<file path="src/rtl/mem_stage_pkg.sv">
// Shared widths, state encoding and defaults for the MEM pipeline stage.
package mem_stage_pkg;

  localparam int unsigned MEM_ADDR_BUS      = 32;
  localparam int unsigned REG_BUS           = 32;
  localparam int unsigned WORD_WIDTH        = 32;
  localparam int unsigned REG_ADDR_BUS      = 5;
  localparam int unsigned MEM_MAX_WAIT_DEF  = 15;

  typedef enum logic {
    MEM_IDLE = 1'b0,
    MEM_BUSY = 1'b1
  } mem_state_e;

endpackage

</file>
<file path="src/rtl/mem_stage_if.sv">
// Data-memory req/ack bus: the MEM stage is the master, the memory the slave.
interface mem_stage_if import mem_stage_pkg::*; #(
  parameter int unsigned ADDR_W = MEM_ADDR_BUS,
  parameter int unsigned DATA_W = REG_BUS
) ();

  logic              dmem_req;
  logic              dmem_we;
  logic [ADDR_W-1:0] dmem_addr;
  logic [DATA_W-1:0] dmem_wdata;
  logic              dmem_ack;
  logic [DATA_W-1:0] dmem_rdata;

  modport master (
    output dmem_req, dmem_we, dmem_addr, dmem_wdata,
    input  dmem_ack, dmem_rdata
  );

  modport slave (
    input  dmem_req, dmem_we, dmem_addr, dmem_wdata,
    output dmem_ack, dmem_rdata
  );

endinterface

</file>
<file path="src/rtl/mem_stage_wait_timer.sv">
// Wait counter for an outstanding access; expire is high on the last allowed cycle.
module mem_wait_timer import mem_stage_pkg::*; #(
  parameter int unsigned MAX_WAIT = MEM_MAX_WAIT_DEF
) (
  input  logic clk,
  input  logic rst,
  input  logic clr,
  input  logic en,
  output logic expire
);

  localparam int unsigned CNT_W = (MAX_WAIT > 1) ? $clog2(MAX_WAIT) : 1;
  localparam logic [CNT_W-1:0] LAST = CNT_W'(MAX_WAIT - 1);

  logic [CNT_W-1:0] count_q, count_d;

  always_comb begin
    count_d = count_q;
    if (clr) begin
      count_d = '0;
    end else if (en) begin
      count_d = count_q + 1'b1;
    end
  end

  always_ff @(posedge clk) begin
    if (rst) begin
      count_q <= '0;
    end else begin
      count_q <= count_d;
    end
  end

  assign expire = (count_q == LAST);

endmodule

</file>
<file path="src/rtl/mem_stage.sv">
// MEM stage: issues data-memory accesses over a req/ack bus, stalls upstream
// while an access is outstanding and registers the MEM/WB values.
module mem_stage import mem_stage_pkg::*; #(
  parameter int unsigned ADDR_W     = MEM_ADDR_BUS,
  parameter int unsigned DATA_W     = REG_BUS,
  parameter int unsigned REG_ADDR_W = REG_ADDR_BUS,
  parameter int unsigned MAX_WAIT   = MEM_MAX_WAIT_DEF
) (
  input  logic                  clk,
  input  logic                  rst,
  input  logic                  mem_mem_re,
  input  logic                  mem_mem_we,
  input  logic [ADDR_W-1:0]     mem_mem_addr,
  input  logic [DATA_W-1:0]     mem_data,
  input  logic                  mem_regfile_we,
  input  logic [REG_ADDR_W-1:0] mem_regfile_waddr,
  mem_stage_if.master           dbus,
  output logic                  stall_o,
  output logic                  mem_err,
  output logic                  wb_regfile_we,
  output logic [REG_ADDR_W-1:0] wb_regfile_waddr,
  output logic [DATA_W-1:0]     wb_data
);

  mem_state_e            state_q, state_d;
  logic                  req_q, req_d;
  logic                  we_q, we_d;
  logic [ADDR_W-1:0]     addr_q, addr_d;
  logic [DATA_W-1:0]     wdata_q, wdata_d;
  logic                  lat_rf_we_q, lat_rf_we_d;
  logic [REG_ADDR_W-1:0] lat_waddr_q, lat_waddr_d;
  logic                  err_q, err_d;
  logic                  wb_we_q, wb_we_d;
  logic [REG_ADDR_W-1:0] wb_waddr_q, wb_waddr_d;
  logic [DATA_W-1:0]     wb_data_q, wb_data_d;
  logic                  tmr_clr, tmr_en, tmr_expire;
  logic                  mem_op, illegal;

  mem_wait_timer #(.MAX_WAIT(MAX_WAIT)) u_timer (
    .clk    (clk),
    .rst    (rst),
    .clr    (tmr_clr),
    .en     (tmr_en),
    .expire (tmr_expire)
  );

  assign mem_op  = mem_mem_re ^ mem_mem_we;
  assign illegal = mem_mem_re & mem_mem_we;

  always_comb begin
    state_d     = state_q;
    req_d       = req_q;
    we_d        = we_q;
    addr_d      = addr_q;
    wdata_d     = wdata_q;
    lat_rf_we_d = lat_rf_we_q;
    lat_waddr_d = lat_waddr_q;
    err_d       = 1'b0;
    wb_we_d     = 1'b0;
    wb_waddr_d  = wb_waddr_q;
    wb_data_d   = wb_data_q;
    stall_o     = 1'b0;
    tmr_clr     = 1'b0;
    tmr_en      = 1'b0;
    unique case (state_q)
      MEM_IDLE: begin
        tmr_clr = 1'b1;
        if (illegal) begin
          err_d = 1'b1;
        end else if (mem_op) begin
          stall_o     = 1'b1;
          req_d       = 1'b1;
          we_d        = mem_mem_we;
          addr_d      = mem_mem_addr;
          wdata_d     = mem_data;
          lat_rf_we_d = mem_regfile_we;
          lat_waddr_d = mem_regfile_waddr;
          state_d     = MEM_BUSY;
        end else begin
          wb_we_d    = mem_regfile_we;
          wb_waddr_d = mem_regfile_waddr;
          wb_data_d  = mem_data;
        end
      end
      MEM_BUSY: begin
        stall_o = ~dbus.dmem_ack;
        // Ack is tested before expiry so a last-cycle ack completes normally.
        if (dbus.dmem_ack) begin
          req_d      = 1'b0;
          state_d    = MEM_IDLE;
          wb_waddr_d = lat_waddr_q;
          if (!we_q) begin
            wb_we_d   = lat_rf_we_q;
            wb_data_d = dbus.dmem_rdata;
          end
        end else if (tmr_expire) begin
          req_d   = 1'b0;
          err_d   = 1'b1;
          state_d = MEM_IDLE;
        end else begin
          tmr_en = 1'b1;
        end
      end
      default: state_d = MEM_IDLE;
    endcase
  end

  always_ff @(posedge clk) begin
    if (rst) begin
      state_q     <= MEM_IDLE;
      req_q       <= 1'b0;
      we_q        <= 1'b0;
      addr_q      <= '0;
      wdata_q     <= '0;
      lat_rf_we_q <= 1'b0;
      lat_waddr_q <= '0;
      err_q       <= 1'b0;
      wb_we_q     <= 1'b0;
      wb_waddr_q  <= '0;
      wb_data_q   <= '0;
    end else begin
      state_q     <= state_d;
      req_q       <= req_d;
      we_q        <= we_d;
      addr_q      <= addr_d;
      wdata_q     <= wdata_d;
      lat_rf_we_q <= lat_rf_we_d;
      lat_waddr_q <= lat_waddr_d;
      err_q       <= err_d;
      wb_we_q     <= wb_we_d;
      wb_waddr_q  <= wb_waddr_d;
      wb_data_q   <= wb_data_d;
    end
  end

  assign dbus.dmem_req   = req_q;
  assign dbus.dmem_we    = we_q;
  assign dbus.dmem_addr  = addr_q;
  assign dbus.dmem_wdata = wdata_q;
  assign mem_err          = err_q;
  assign wb_regfile_we    = wb_we_q;
  assign wb_regfile_waddr = wb_waddr_q;
  assign wb_data          = wb_data_q;

endmodule

</file>
<file path="src/flat_wrapper.sv">
// flat-port wrapper written by rule: the top's interface ports become plain ports
module mem_stage_flat import mem_stage_pkg::*;
#(
  parameter int unsigned ADDR_W     = MEM_ADDR_BUS,
  parameter int unsigned DATA_W     = REG_BUS,
  parameter int unsigned REG_ADDR_W = REG_ADDR_BUS,
  parameter int unsigned MAX_WAIT   = MEM_MAX_WAIT_DEF
)
  (clk, rst, mem_mem_re, mem_mem_we, mem_mem_addr, mem_data, mem_regfile_we, mem_regfile_waddr, stall_o, mem_err, wb_regfile_we, wb_regfile_waddr, wb_data, dbus_dmem_req, dbus_dmem_we, dbus_dmem_addr, dbus_dmem_wdata, dbus_dmem_ack, dbus_dmem_rdata);
  mem_stage_if #(.ADDR_W(ADDR_W), .DATA_W(DATA_W)) dbus_i ();
  input  logic clk;
  input  logic rst;
  input  logic mem_mem_re;
  input  logic mem_mem_we;
  input  logic [ADDR_W-1:0] mem_mem_addr;
  input  logic [DATA_W-1:0] mem_data;
  input  logic mem_regfile_we;
  input  logic [REG_ADDR_W-1:0] mem_regfile_waddr;
  output logic stall_o;
  output logic mem_err;
  output logic wb_regfile_we;
  output logic [REG_ADDR_W-1:0] wb_regfile_waddr;
  output logic [DATA_W-1:0] wb_data;
  output wire logic [$bits(dbus_i.dmem_req)-1:0] dbus_dmem_req;
  output wire logic [$bits(dbus_i.dmem_we)-1:0] dbus_dmem_we;
  output wire logic [$bits(dbus_i.dmem_addr)-1:0] dbus_dmem_addr;
  output wire logic [$bits(dbus_i.dmem_wdata)-1:0] dbus_dmem_wdata;
  input wire logic [$bits(dbus_i.dmem_ack)-1:0] dbus_dmem_ack;
  input wire logic [$bits(dbus_i.dmem_rdata)-1:0] dbus_dmem_rdata;
  assign dbus_dmem_req = dbus_i.dmem_req;
  assign dbus_dmem_we = dbus_i.dmem_we;
  assign dbus_dmem_addr = dbus_i.dmem_addr;
  assign dbus_dmem_wdata = dbus_i.dmem_wdata;
  assign dbus_i.dmem_ack = dbus_dmem_ack;
  assign dbus_i.dmem_rdata = dbus_dmem_rdata;
  mem_stage #(.ADDR_W(ADDR_W), .DATA_W(DATA_W), .REG_ADDR_W(REG_ADDR_W), .MAX_WAIT(MAX_WAIT)) u_core (.clk(clk), .rst(rst), .mem_mem_re(mem_mem_re), .mem_mem_we(mem_mem_we), .mem_mem_addr(mem_mem_addr), .mem_data(mem_data), .mem_regfile_we(mem_regfile_we), .mem_regfile_waddr(mem_regfile_waddr), .dbus(dbus_i), .stall_o(stall_o), .mem_err(mem_err), .wb_regfile_we(wb_regfile_we), .wb_regfile_waddr(wb_regfile_waddr), .wb_data(wb_data));
endmodule
</file>
<file path="config.mk">
export PLATFORM = sky130hd
export DESIGN_NAME = mem_stage_flat
export DESIGN_NICKNAME = d
export VERILOG_FILES = /design/src/rtl/mem_stage_pkg.sv /design/src/rtl/mem_stage_if.sv /design/src/rtl/mem_stage_wait_timer.sv /design/src/rtl/mem_stage.sv /design/src/flat_wrapper.sv
export SDC_FILE = /design/constraint.sdc
export NUM_CORES = 1
export LEC_CHECK = 0
export BUFFER_PORTS_ARGS = -buffer_cell sky130_fd_sc_hd__buf_2
export CORE_MARGIN = 2
export CORE_UTILIZATION = 42
export CTS_CLUSTER_SIZE = 10
export DETAILED_ROUTE_END_ITERATION = 8
export GPL_ROUTABILITY_DRIVEN = 0
export PLACE_DENSITY = 0.77
export SLEW_MARGIN = 20
export SYNTH_ARGS = -nofsm -noshare
export SYNTH_HDL_FRONTEND = slang
export SYNTH_HIERARCHICAL = 1
export SYNTH_SLANG_ARGS = --single-unit
</file>
<file path="constraint.sdc">
create_clock -name clk -period 1.66 [get_ports clk]
set_input_delay 0.332 -clock clk [delete_from_list [all_inputs] [get_ports clk]]
set_output_delay 0.332 -clock clk [all_outputs]
set_load 0.1 [all_outputs]
</file>
Word-level counts from Yosys, hierarchy flattened. Cells that the tools add are included.

Register bits: 116. Input port bits: 107. Output and inout port bits: 106. Word-level logic and storage cells: 60.

Add/subtract/negate cells: 1. Eq/ne operators: 7. Muxes and demuxes: 30. Bitwise logic cells: 5. Reductions and logical operators: 5.

Operators by type and width (count): two-way mux 32 bit (4); case mux 32 bit (2 select lines) (1); two-way mux 1 bit (16); two-way mux 5 bit (3); case mux 1 bit (2 select lines) (5); case mux 5 bit (2 select lines) (1); AND reduction 3 bit (3); != test 2 bit, second input constant (4); adder 4 x 1 -> 4 bit, second input constant (1); == test 4 bit, second input constant (1); AND reduction 4 bit (1); != test 3 bit, second input constant (1); NOT 1 bit (3); != test 2 x 1 -> 1 bit, second input constant (1); OR reduction 2 bit (1); bitwise AND 1 bit (1); bitwise XOR 1 bit (1).

Longest topological paths before layout.
Depth in word-level cells: 4. Gate-level depth with buffers: 7. Depth with buffers taken out: 7.

By module. Netlist, hierarchy kept.

Modules (own cells, without submodules): mem_stage (times used 1, cells an instance 507, area an instance 4553.1 um2, seq. area each 2242.2 um2); mem_wait_timer (times used 1, cells an instance 20, area an instance 197.7 um2, seq. area each 80.1 um2).

Least setup slack after synthesis. Ideal clock, no wire load.

Path kind: reg-to-output. Start point: register u_core.state_q. End point: output stall_o. Data arrival time: 2.068 ns. Required time: 1.328 ns. Slack: -0.740 ns. Stages on the path, launching flop included: 5. Buffers on the path: 2. Cells stage by stage: dfxtp_1 buf_2 buf_2 nor2_1 nor2_1.

Cells in the longest elaborated chain, start to end: 2.

RTL lines: from (decl) (line mem_stage.sv:25) `mem_state_e state_q, state_d;`; from (signal assigned) (line mem_stage.sv:122) `state_q <= state_d;`; NOT 1 bit (no source line); case mux 1 bit (2 select lines) * (line mem_stage.sv:65) `unique case (state_q)`; to (decl) (line flat_wrapper.sv:19) `output logic stall_o;`.

Mark *: on every way between the ends. The rest lies on a longest branch, timed or not.

Worst setup path in the final report.
Start point: register u_core.u_timer.count_q[0]. End point: register u_core.u_timer.count_q[3].

Cells in the longest elaborated chain, start to end: 4. Elaborated cells on any way between the ends: 5. Those cells by class: 1 x add/sub; 1 x eq/ne; 3 x mux.

RTL lines: from (decl) (line mem_stage_wait_timer.sv:15) `logic [CNT_W-1:0] count_q, count_d;`; from (signal assigned) (line mem_stage_wait_timer.sv:30) `count_q <= count_d;`; == test 4 bit (line mem_stage_wait_timer.sv:34) `assign expire = (count_q == LAST);`; named net u_core.tmr_expire (line mem_stage.sv:36) `logic tmr_clr, tmr_en, tmr_expire;`; two-way mux 1 bit (line mem_stage.sv:96) `end else if (tmr_expire) begin`; two-way mux 1 bit (line mem_stage.sv:88) `if (dbus.dmem_ack) begin`; two-way mux 1 bit (line mem_stage.sv:65); named net u_core.tmr_en (line mem_stage.sv:36).

The timed path passes the listed nets, and every way through them passes these cells. A chain may end at the register's enable or synchronous reset.

==> impl_metrics.env <==
export IMPL_cts_tree="yes"
export IMPL_yosysWarnings=6
export IMPL_worstSetupEndpointType="register"
export IMPL_min_path_type="primary input to register"
export IMPL_firstDrtPassIters=4
export IMPL_num_rows=38
export IMPL_grt_pass1_vias=4310
export IMPL_wl_per_cell_um=15.0
export IMPL_slowest_stage="or3_4"
export IMPL_via_count=4521
export IMPL_hold_viol=0
export IMPL_portBuffers=212
export IMPL_detail_route_wirelength_mm=13.3
export IMPL_period_minus_slack_ns=1.61
export IMPL_max_slew_margin_pct=66.0
export IMPL_clockBufferDepth=2
export IMPL_yosysTopAreaCell="dfxtp_1"
export IMPL_crit_path_cell_trace="inv_1 -> ha_2 -> and3_4 -> or3_4 -> inv_4 -> nand4_1 -> mux2_4"
export IMPL_crit_type="register to register"
export IMPL_die_area_um2=12200
export IMPL_final_util_pct=60.5
export IMPL_syn_area_um2=4750
export IMPL_synthDistinctLibCells=35
export IMPL_drc_errors=0
export IMPL_synth_area_per_cell_um2=9.01
export IMPL_ys_seq_elements=116
export IMPL_numCtsBuffers=17
export IMPL_ys_top_cells_by_area="dfxtp_1 49%, nand2_1 11%, a211oi_2 7.9%, a21oi_1 7.8%, mux2i_1 7.8%"
export IMPL_place_hpwl_mm=9.58
export IMPL_ys_seq_area_share_pct=48.9
export IMPL_setup_viol=0
export IMPL_grt_max_degree=53
export IMPL_grt_util_all_layers_pct=22.1
export IMPL_finalMaxSlewViolations=0
export IMPL_io_pins=213
export IMPL_antenna_found_initial=0
export IMPL_synthCells=527
export IMPL_drtIter0Drc=220
export IMPL_syn2layout_area_growth_pct=39.4
export IMPL_ant_nets=0
export IMPL_synthArstFlopShare_pct=0
export IMPL_p_leak_nw=2.97
export IMPL_finClkSkew_ns=0.00573
export IMPL_ir_drop_v=0.000802
export IMPL_clock_latency_ns=0.40
export IMPL_crit_fanout=3
export IMPL_fin_nets=848
export IMPL_die_y_um=110
export IMPL_synth_top_area_share_pct=48.9
export IMPL_coreArea_um2=10900
export IMPL_stdcell_count=889
export IMPL_synth_fp_nets=638
export IMPL_drive_gt1_share_pct=41.8
export IMPL_max_freq_mhz=622
export IMPL_cp_arrival_ns=1.89
export IMPL_cap_violations=0
export IMPL_grt_pass1_wl_mm=20.8
export IMPL_cts_root_buf="clkbuf_16"
export IMPL_viasPerCell=5.09
export IMPL_htree_levels=4
export IMPL_synthFlopType="dfxtp_1"
export IMPL_clk_pin_slew_ns=0.05
export IMPL_grt_setup_unrepaired="no"
export IMPL_status="complete, no violations"
export IMPL_start_util_pct=43.4
export IMPL_powerDensity_nw_per_um2=1470
export IMPL_timing_hold_ws_ns=0.170
export IMPL_cp_slowest_stage_delay_ns=0.35
export IMPL_worstMarginPinSlew_ns=0.513
export IMPL_synth_edf_count=0
export IMPL_cp_required_ns=1.94
export IMPL_dp_cells=858
export IMPL_cts_sinks=116
export IMPL_startpoint_type="register"
export IMPL_chipWidth_um=110
export IMPL_overflow=0
export IMPL_fin_crit_sh_pct=96.8
==> metrics by stage <==
stage | total power [mW] | setup TNS [ns] | cell area [um2] | setup slack (ns)
after global placement | 6.44 | -5.01 | 6060 | -0.0629
after CTS | 9.84 | 0 | 6610 | 0.00399
after global routing | 10.1 | 0 | 6620 | 0.00188
after detailed placement | 6.51 | -8.02 | 6060 | -0.121
final | 9.76 | 0 | 6620 | 0.0535
after floorplan | 5.85 | -0.00371 | 4780 | -0.00371
==> flip-flops by register name, summed over array words and instances (netlist names), 4 cells and up <==
register	flops
u_core/dbus.dmem_addr	32
u_core/dbus.dmem_wdata	32
u_core/lat_waddr_q	5
u_core/u_timer/count_q	4
u_core/wb_data	32
u_core/wb_regfile_waddr	5
==> final timing paths <==
path                                                  from                    endpoint  slack [ns]  cells after the start
worst max-delay path             u_core/u_timer/count_q[0]   u_core/u_timer/count_q[3]        0.05                      7
worst min register to register  u_core/dbus.dmem_wdata[16]  u_core/dbus.dmem_wdata[16]        0.45                      2
worst max register to register   u_core/u_timer/count_q[0]   u_core/u_timer/count_q[3]        0.05                      7
worst min-delay path                      mem_mem_addr[27]   u_core/dbus.dmem_addr[27]        0.17                      3
==> power by group <==
| part | total [mW] | leakage [nW] | switching, mW | internal (mW) |
|---|---|---|---|---|
| logic | 3.27 | 1.75 | 2.55 | 0.720 |
| registers | 3.18 | 0.955 | 0.136 | 3.05 |
| clock network | 3.31 | 0.264 | 1.21 | 2.10 |
| total | 9.76 | 2.97 | 3.89 | 5.87 |
==> synthesized netlist by cell type (2+ instances only) <==
master / instances
buf_12: 3
a211oi_1: 8
ha_1: 4
a211oi_2: 30
dfxtp_1: 116
inv_1: 3
nor3_1: 38
nor2_1: 6
buf_2: 24
or2_1: 3
a21oi_1: 74
nor3b_1: 2
nand3b_1: 2
nand2_1: 143
clkbuf_1: 14
mux2i_1: 37
buf_6: 2
==> repair_timing <==
action,CTS,global route
endpoints found under the setup margin,1,3
setup buffers,0,0
pin swaps,0,1
resized for setup,1,4
hold endpoints to repair,0,0
hold buffers,0,0
==> cells by family (layout without fill, tap and decap cells) <==
family / count (synthesis) / count (layout) / share of synthesized area [%]
buffers and inverters: 50 / 271 / 6.03
and+or+nand+nor: 202 / 202 / 18.2
other: 0 / 1 / 0
AOI/OAI and AO/OA: 116 / 116 / 17.6
adders and majority gates: 4 / 4 / 1.05
xor gates and xnor gates: 1 / 1 / 0.184
DFF: 116 / 116 / 48.9
muxes: 38 / 38 / 8.03
==> layout by cell type (no fill, tap or decap), types with 2 or more instances in the layout <==
cell type   instances
nor2_1              4
mux2i_1            37
clkinvlp_4          3
dfxtp_1           113
a211oi_1            8
inv_4               2
a211oi_2           30
nand2_1           143
or2_1               2
dfxtp_4             2
clkbuf_16          17
buf_2             210
a21oi_1            74
clkbuf_8            2
inv_1               2
nor3_1             38
nand3b_1            2
buf_12             10
ha_1                3
clkinv_2            5
buf_4              17
==> metal layers <==
layer	global-route usage [%]	vias to the layer above	part of all wire (%)
met2	39.3	175	52
met3	6.17	21	7.0
met4	9.73	0	2.1
met5	0	-	0
met1	24.6	2103	39
li1	-	2222	-
==> final cells by class <==
class / instances / area [um2]
diodes: 1 / 2.50
clock buffers: 20 / 457
clock inverters: 10 / 83.8
fillers: 959 / 4310
inverters: 4 / 17.5
multi-input cells: 361 / 2180
flip-flops and latches: 116 / 2330
well taps: 140 / 175
repair buffers: 237 / 1380
==> critical path: cells and delay by family (launching register included) <==
family | cells | cell delay [ns]
buf+inv | 2 | 0.10
fa+ha+maj | 1 | 0.17
simple gates | 3 | 0.59
flops | 1 | 0.32
mux | 1 | 0.31
No activity file was read; power rests on OpenSTA's default activity.
